## src/rtl/lvds_tx_lane_ctrl_if.sv

```systemverilog
// Word source handshake for one LVDS transmit lane: the source offers TX_DATA/TX_VALID,
// the lane answers with a one-cycle TX_READY accept strobe.
interface lvds_tx_lane_ctrl_if #(
  parameter int WIDTH = 8
);
  logic [WIDTH-1:0] TX_DATA;
  logic             TX_VALID;
  logic             TX_READY;

  modport master (output TX_DATA, output TX_VALID, input TX_READY);
  modport slave  (input TX_DATA, input TX_VALID, output TX_READY);
endinterface

```

## src/rtl/lvds_tx_lane_ctrl.sv

```systemverilog
// LVDS lane sequencer: tristate release, settle delay, training words, then LSB-first
// serialization of source words with idle fill. Every output is a flop.
module lvds_tx_lane_ctrl #(
  parameter int               WIDTH         = 8,
  parameter int               TRAIN_WORDS   = 16,
  parameter int               ENABLE_DELAY  = 4,
  parameter logic [WIDTH-1:0] TRAIN_PATTERN = 8'h5A,
  parameter logic [WIDTH-1:0] IDLE_PATTERN  = 8'hBC
) (
  input  logic                  CLK,
  input  logic                  RSTN,
  input  logic                  EN,
  lvds_tx_lane_ctrl_if.slave    tx,
  output logic                  SER_O,
  output logic                  SER_T,
  output logic                  LINK_UP
);
  localparam int BW = $clog2(WIDTH);
  localparam int DW = (ENABLE_DELAY > 1) ? $clog2(ENABLE_DELAY) : 1;
  localparam int TW = (TRAIN_WORDS  > 1) ? $clog2(TRAIN_WORDS)  : 1;
  localparam logic [BW-1:0] BIT_LAST  = BW'(WIDTH - 1);
  localparam logic [DW-1:0] DLY_LAST  = DW'(ENABLE_DELAY - 1);
  localparam logic [TW-1:0] WORD_LAST = TW'(TRAIN_WORDS - 1);

  typedef enum logic [1:0] {OFF, ENWAIT, TRAIN, RUN} state_t;

  state_t           state, state_n;
  logic [DW-1:0]    dly_cnt, dly_n;
  logic [TW-1:0]    word_cnt, word_n;
  logic [BW-1:0]    bit_cnt, bit_n;
  logic [WIDTH-1:0] shreg, sh_n;
  logic             drain, drain_n;
  logic             ser_o_n, ser_t_n, link_n, ready_q, ready_n;
  logic [WIDTH-1:0] nxt_word;

  assign tx.TX_READY = ready_q;

  always_ff @(posedge CLK or negedge RSTN) begin
    if (!RSTN) begin
      state    <= OFF;
      dly_cnt  <= '0;
      word_cnt <= '0;
      bit_cnt  <= '0;
      shreg    <= '0;
      drain    <= 1'b0;
      SER_O    <= 1'b0;
      SER_T    <= 1'b1;
      LINK_UP  <= 1'b0;
      ready_q  <= 1'b0;
    end else begin
      state    <= state_n;
      dly_cnt  <= dly_n;
      word_cnt <= word_n;
      bit_cnt  <= bit_n;
      shreg    <= sh_n;
      drain    <= drain_n;
      SER_O    <= ser_o_n;
      SER_T    <= ser_t_n;
      LINK_UP  <= link_n;
      ready_q  <= ready_n;
    end
  end

  // Outputs default to the OFF values; each state only overrides what it drives.
  always_comb begin
    state_n  = state;
    dly_n    = dly_cnt;
    word_n   = word_cnt;
    bit_n    = bit_cnt;
    sh_n     = shreg;
    drain_n  = drain;
    ser_o_n  = 1'b0;
    ser_t_n  = 1'b1;
    link_n   = 1'b0;
    ready_n  = 1'b0;
    nxt_word = IDLE_PATTERN;
    case (state)
      OFF: begin
        if (EN) begin
          state_n = ENWAIT;
          dly_n   = '0;
          ser_t_n = 1'b0;
        end
      end
      ENWAIT: begin
        if (!EN) begin
          state_n = OFF;
        end else begin
          ser_t_n = 1'b0;
          if (dly_cnt == DLY_LAST) begin
            state_n = TRAIN;
            bit_n   = '0;
            word_n  = '0;
            ser_o_n = TRAIN_PATTERN[0];
            sh_n    = TRAIN_PATTERN >> 1;
          end else begin
            dly_n = dly_cnt + DW'(1);
          end
        end
      end
      TRAIN: begin
        if (!EN) begin
          state_n = OFF;
        end else begin
          ser_t_n = 1'b0;
          if (bit_cnt == BIT_LAST) begin
            bit_n = '0;
            if (word_cnt == WORD_LAST) begin
              state_n = RUN;
              drain_n = 1'b0;
              link_n  = 1'b1;
              ser_o_n = IDLE_PATTERN[0];
              sh_n    = IDLE_PATTERN >> 1;
            end else begin
              word_n  = word_cnt + TW'(1);
              ser_o_n = TRAIN_PATTERN[0];
              sh_n    = TRAIN_PATTERN >> 1;
            end
          end else begin
            bit_n   = bit_cnt + BW'(1);
            ser_o_n = shreg[0];
            sh_n    = shreg >> 1;
          end
        end
      end
      RUN: begin
        // Once EN drops the current word is finished and the lane shuts down,
        // even if EN comes back before the boundary.
        drain_n = drain | ~EN;
        if (bit_cnt == BIT_LAST) begin
          if (drain_n) begin
            state_n = OFF;
          end else begin
            if (tx.TX_VALID && ready_q) nxt_word = tx.TX_DATA;
            bit_n   = '0;
            ser_t_n = 1'b0;
            link_n  = 1'b1;
            ser_o_n = nxt_word[0];
            sh_n    = nxt_word >> 1;
          end
        end else begin
          bit_n   = bit_cnt + BW'(1);
          ser_t_n = 1'b0;
          link_n  = 1'b1;
          ser_o_n = shreg[0];
          sh_n    = shreg >> 1;
          ready_n = (bit_n == BIT_LAST) && !drain_n;
        end
      end
      default: state_n = OFF;
    endcase
  end
endmodule

```

## src/flat_wrapper.sv

```systemverilog
// flat-port wrapper written by rule: the top's interface ports become plain ports
module lvds_tx_lane_ctrl_flat 
#(
  parameter int               WIDTH         = 8,
  parameter int               TRAIN_WORDS   = 16,
  parameter int               ENABLE_DELAY  = 4,
  parameter logic [WIDTH-1:0] TRAIN_PATTERN = 8'h5A,
  parameter logic [WIDTH-1:0] IDLE_PATTERN  = 8'hBC
)
  (CLK, RSTN, EN, SER_O, SER_T, LINK_UP, tx_TX_DATA, tx_TX_VALID, tx_TX_READY);
  lvds_tx_lane_ctrl_if #(.WIDTH(WIDTH)) tx_i ();
  input  logic CLK;
  input  logic RSTN;
  input  logic EN;
  output logic SER_O;
  output logic SER_T;
  output logic LINK_UP;
  input wire logic [$bits(tx_i.TX_DATA)-1:0] tx_TX_DATA;
  input wire logic [$bits(tx_i.TX_VALID)-1:0] tx_TX_VALID;
  output wire logic [$bits(tx_i.TX_READY)-1:0] tx_TX_READY;
  assign tx_i.TX_DATA = tx_TX_DATA;
  assign tx_i.TX_VALID = tx_TX_VALID;
  assign tx_TX_READY = tx_i.TX_READY;
  lvds_tx_lane_ctrl #(.WIDTH(WIDTH), .TRAIN_WORDS(TRAIN_WORDS), .ENABLE_DELAY(ENABLE_DELAY), .TRAIN_PATTERN(TRAIN_PATTERN), .IDLE_PATTERN(IDLE_PATTERN)) u_core (.CLK(CLK), .RSTN(RSTN), .EN(EN), .tx(tx_i), .SER_O(SER_O), .SER_T(SER_T), .LINK_UP(LINK_UP));
endmodule
```

## config.mk

```make
export PLATFORM = sky130hd
export DESIGN_NAME = lvds_tx_lane_ctrl_flat
export DESIGN_NICKNAME = d
export VERILOG_FILES = /design/src/rtl/lvds_tx_lane_ctrl_if.sv /design/src/rtl/lvds_tx_lane_ctrl.sv /design/src/flat_wrapper.sv
export SDC_FILE = /design/constraint.sdc
export NUM_CORES = 1
export LEC_CHECK = 0
export ABC_AREA = 1
export ABC_CLOCK_PERIOD_IN_PS = 3600
export CAP_MARGIN = 10
export CORE_MARGIN = 8
export CORE_UTILIZATION = 40
export DETAILED_ROUTE_END_ITERATION = 8
export HOLD_SLACK_MARGIN = 0.03
export PLACE_DENSITY = 0.61
export SYNTH_ARGS = -nofsm -noshare
export SYNTH_HDL_FRONTEND = slang
export SYNTH_SLANG_ARGS = --single-unit
export TNS_END_PERCENT = 30
```

## constraint.sdc

```tcl
create_clock -name CLK -period 3.6 [get_ports CLK]
set_input_delay 0.72 -clock CLK [delete_from_list [all_inputs] [get_ports CLK]]
set_output_delay 0.72 -clock CLK [all_outputs]
set_load 0.005 [all_outputs]
```

# Word-level counts from Yosys, hierarchy flattened
# Index checks and enable logic that the tools add are counted.
[totals]
regBits = 24
out_inout_bits = 4
inputBits = 12
[classes]
bitwise_logic = 2
eq_ne = 21
n_mux = 56
add_sub_neg = 3
n_reduce_logical = 14
[op_table]
columns = ["operator", "n"]
rows = [
  ["$mux 8", 6],
  ["$pmux 8 s3", 1],
  ["$mux 2", 11],
  ["$mux 4", 5],
  ["$mux 3", 6],
  ["$mux 1", 17],
  ["$mux 7", 2],
  ["$reduce_and 6->1", 2],
  ["$ne 2x1->1 const B", 5],
  ["$ne 2x2->1 const B", 5],
  ["$ne 3x2->1 const B", 3],
  ["$pmux 3 s3", 1],
  ["$pmux 1 s2", 4],
  ["$pmux 2 s4", 1],
  ["$pmux 4 s2", 1],
  ["$reduce_and 4->1", 2],
  ["$eq 2x2->1 const B", 3],
  ["$eq 3x3->1 const B", 2],
  ["$reduce_bool 2->1", 3],
  ["$reduce_and 5->1", 1],
  ["$add 4x1->4 const B", 1],
  ["$eq 4x4->1 const B", 1],
  ["$pmux 2 s2", 1],
  ["$add 3x1->3 const B", 1],
  ["other kinds (10)", 11],
]

# Depth between registers and ports, before layout
[logic_depth]
word_depth = 6
mapped_depth = 9
ltp_nobuf = 9

# Worst setup path after synthesis
# No wires, ideal clock.
[synth_path]
path_type = "reg-to-reg"
from = "register u_core.bit_cnt[0]"
to = "register u_core.shreg[2]"
t_required_ns = 3.478
setup_ns = 0.122
path_stages_with_launch = 10
t_arrival_ns = 1.391
slack_ns = 2.087
path_buffers = 1
path_cell_list = "dfrtp_1 > ha_1 > ha_1 > inv_2 > nor2_4 > nand2_2 > nand3_4 > buf_6 > nand2_2 > o21ai_1"
[synth_between]
elab_chain_cells = 4
elab_cells_between_ends = 7
classes_between = "eq/ne: 2; mux: 4; reduce/logical: 1"
[synth_rtl]
columns = ["element", "line", "text"]
rows = [
  ["start: declaration", "lvds_tx_lane_ctrl.sv:30", "logic [BW-1:0] bit_cnt, bit_n;"],
  ["start signal: assignment", "lvds_tx_lane_ctrl.sv:54", "bit_cnt <= bit_n;"],
  ["$eq 3x3->1 (*)", "lvds_tx_lane_ctrl.sv:106, lvds_tx_lane_ctrl.sv:130", ""],
  ["$mux 7", "lvds_tx_lane_ctrl.sv:106", "if (bit_cnt == BIT_LAST) begin"],
  ["$mux 8", "lvds_tx_lane_ctrl.sv:102", "if (!EN) begin"],
  ["$pmux 8 s3", "lvds_tx_lane_ctrl.sv:77", "case (state)"],
  ["end signal: assignment", "lvds_tx_lane_ctrl.sv:55", "shreg <= sh_n;"],
  ["end: declaration", "lvds_tx_lane_ctrl.sv:31", "logic [WIDTH-1:0] shreg, sh_n;"],
]
# Mark *: on every way between the ends. The rest lies on a longest branch, timed or not. The select of a mux whose other input is x is not followed.
# A chain may end at the register's enable or synchronous reset.

# Worst setup path in the final report
[layout_path]
from = "register u_core.SER_T"
to = "output SER_T"
[layout_lines]
columns = ["element", "line", "text"]
rows = [
  ["start: declaration", "lvds_tx_lane_ctrl.sv:15", "output logic SER_T,"],
  ["start signal: assignment", "lvds_tx_lane_ctrl.sv:58", "SER_T <= ser_t_n;"],
  ["end: declaration", "flat_wrapper.sv:16", "output logic SER_T;"],
]
# No word-level cell between the ends.

==> summary.log <==
INFO  sta            fmax=485.9MHz
INFO  sta            slew_headroom=0.2939
INFO  critical_path  setup.worst_path.class=reg2out
INFO  clocking       post_cts_hold_buffer_count=0
INFO  synth          synth_warnings=0
INFO  clocking       cts_root_buffer=clkbuf_4
INFO  drt            first_pass_iters=4
INFO  critical_path  r2r-end=u_core.shreg[6]
INFO  critical_path  endpoint_kind=output pin
INFO  critical_path  cp_cell_sequence=clkdlybuf4s50_1
INFO  critical_path  cell_family_contributing_the_most_delay_on_the_critical_path=flip-flops
INFO  clocking       worst_skew_pair.late_latency=310ps
INFO  hold_path      path_category_of_the_worst_min_delay_check=reg2reg
INFO  sta            finClkSkew=3.527ps
INFO  sta            slew_viol_final=0
INFO  critical_path  worst_path_largest_cell_delay=540ps
INFO  global_route   first_global_vias=1124
INFO  floorplanning  floorplan.initialDensity=0.4208
INFO  place          dp_wirelength=2365um
INFO  sta            finalWorstPathRequiredPeriod=2058ps
INFO  hold_path      worstHoldStart=u_core.shreg[5]
INFO  power          max-vdd-ir-drop=280.6uV
INFO  drt            route.antenna.remaining_nets=0
INFO  hold_path      worstHoldEndpoint=u_core.shreg[5]
INFO  place          gpl.final_weighted_congestion=0.8464
INFO  drt            detail_route.iter0.violations=42
INFO  global_route   antenna_found_initial=0
INFO  drt            vias=1229
INFO  clocking       clkSinkCount=23
INFO  global_route   grt_first_pass_wirelength=5216um
INFO  drt            route.detailed.drc=0
INFO  drt            avgRoutedWirePerCell=12.60um
INFO  sta            hold_violations=0
INFO  critical_path  timing.critical_path.slowest_stage_cell=dfstp_2
INFO  floorplanning  fp.dieW=75.72um
INFO  synth          yosysUniqueCellTypes=27
INFO  global_route   pin_count_of_the_biggest_net_entering_global_routing=24
INFO  critical_path  worstRegToRegCells=9
INFO  hold_path      whs_path_depth=2
INFO  drt            vias_per_cell=5.016
INFO  critical_path  worstReg2RegStart=u_core.bit_cnt[0]
INFO  sta            rsz_0062_raised_after_global_routing=false
INFO  floorplanning  core.rowCount=21
INFO  critical_path  cp.arrival=1340ps
INFO  flow_run       cap_violations=0
INFO  synth          syn_area_cell=7.794um^2
INFO  global_route   gr-usage-all-layers=0.1193
INFO  clocking       tritoncts.num_buffers=3
INFO  synth          ys_ff_latch=23
INFO  status         status=complete, no violations
INFO  critical_path  path_max_fanout=1
INFO  clocking       htree_levels=1
INFO  clocking       cts.repair_timing.setup_buffer_count=0
INFO  synth          synth.net_count=201
INFO  sta            report.final.setup_viol=0
INFO  floorplanning  die_area=5733um^2
INFO  sta            setup_total_negative_slack=0ps
INFO  critical_path  critPathBufInv=1
INFO  floorplanning  ioPinCount=16
INFO  synth          ys_seq_area_frac=0.4044
INFO  clocking       clk_pin_slew_worst_paths=130ps
INFO  clocking       cts_tree=yes
INFO  sta            period_utilization_post_route=0.5717
INFO  synth          synthCells=183
INFO  drt            finalWirelength=3086um
INFO  clocking       cts_resized=0
INFO  cells_and_area num_antenna_cells=0
INFO  critical_path  regToRegSetupSlack=1750ps
INFO  floorplanning  floorplan.core_area=3390um^2
INFO  global_route   grt-ovfl-total=0
INFO  power          p_leak=0.7883nW
INFO  place          place_worst_setup_slack=1265ps
INFO  power          power_per_cell_area=656.7nW/um^2
INFO  place          portBuffers=15
INFO  sta            worst_slew_pin_slew=1056ps
INFO  cells_and_area syn_to_final_growth=14.30%
INFO  clocking       clockBufferDepth=2
INFO  critical_path  crit_required=2880ps
INFO  cells_and_area fin_nets=218
INFO  critical_path  crit_path_start_kind=register
INFO  cells_and_area drive_gt1_frac=0.1307
INFO  sta            postLayoutSetupSlackWorst=1542ps
INFO  synth          syn_area=1426um^2
INFO  floorplanning  fp.dieH=75.72um
==> stage by stage <==
step           hold slack [ps]  cell area (um^2)  total power [mW]  utilization  cells
3_3_place_gp             458.9              1604            0.9446       0.4732    241
2_1_floorplan            424.4              1426            0.8537            -    183
6_report                 501.0              1630             1.071       0.4810    245
5_1_grt                  525.5              1630             1.177       0.4810    245
3_5_place_dp             471.7              1604            0.9557       0.4732    241
4_1_cts                  503.0              1630             1.079       0.4810    245
==> registers in the layout, indices dropped and copies added (netlist names) <==
name and flops:
u_core.SER_O 1, u_core.tx.TX_READY 1, u_core.SER_T 1, u_core.word_cnt 4
u_core.bit_cnt 3, u_core.drain 1, u_core.state 2, u_core.dly_cnt 2
u_core.LINK_UP 1, u_core.shreg 7
==> layer usage <==
metal | vias to the layer above | routed length (um) | GRT usage
met4 | 0 | 26 | 0.03838
li1 | 629 | - | -
met5 | - | 0 | 0
met3 | 4 | 211 | 0.02237
met2 | 33 | 1368 | 0.1937
met1 | 563 | 1479 | 0.1552
==> layout by cell type, fill, tap and decap left out, drive strengths merged <==
cell type / count
nand2: 67
dfrtp: 22
nand3: 19
inv: 17
clkdlybuf4s50: 15
o21ai: 14
nor2: 12
ha: 6
nand4: 5
nand3b: 4
clkbuf: 4
or2: 3
a21oi: 3
o21a: 2
xnor2: 2
o31ai: 1
nor3: 1
a21o: 1
dfstp: 1
==> worst max path at each step <==
stage / startpoint / endpoint / depth (start not counted)
floorplan: u_core.bit_cnt[0] / u_core.shreg[2] / 9
global placement: EN / u_core.shreg[4] / 7
detailed placement: EN / u_core.shreg[6] / 7
CTS: u_core.SER_T / SER_T / 1
global route: EN / u_core.shreg[6] / 7
finish: u_core.SER_T / SER_T / 1
==> cell families (layout without fill, tap and decap cells) <==
| group | Yosys count | in the layout | share of synthesized area |
|---|---|---|---|
| and+or+nand+nor | 111 | 111 | 0.3658 |
| DFF | 23 | 23 | 0.4044 |
| AOI/OAI and AO/OA | 21 | 21 | 0.09912 |
| buffers and inverters | 20 | 36 | 0.06579 |
| adders and majority gates | 6 | 6 | 0.05263 |
| xor gates and xnor gates | 2 | 2 | 0.01228 |
==> synth_stat cells, drive strengths merged <==
master / count / area share
dfstp: 1 / 0.018
nand3b: 4 / 0.021
buf: 3 / 0.021
nor2: 12 / 0.044
xnor2: 2 / 0.012
nor3: 1 / 0.0035
a21o: 1 / 0.0053
nand4: 5 / 0.022
o21ai: 14 / 0.068
or2: 3 / 0.013
nand3: 19 / 0.075
dfrtp: 22 / 0.39
inv: 17 / 0.045
o21a: 2 / 0.011
nand2: 67 / 0.19
a21oi: 3 / 0.011
o31ai: 1 / 0.0053
ha: 6 / 0.053
==> area by class of cell <==
class / instances / area (um^2)
Multi-Input combinational cell: 140 / 755.7
Inverter: 17 / 63.81
Clock buffer: 4 / 26.28
Tap cell: 46 / 57.56
Sequential cell: 23 / 576.8
Timing Repair Buffer: 15 / 150.1
Fill cell: 318 / 1759
==> where the power goes <==
part / leakage (nW) / switching (mW) / total [mW] / internal (mW)
clock network: 0.0150 / 0.0788 / 0.122 / 0.0433
registers: 0.297 / 0.0920 / 0.444 / 0.352
logic: 0.476 / 0.305 / 0.504 / 0.199
(Power assumes the default switching activity.)
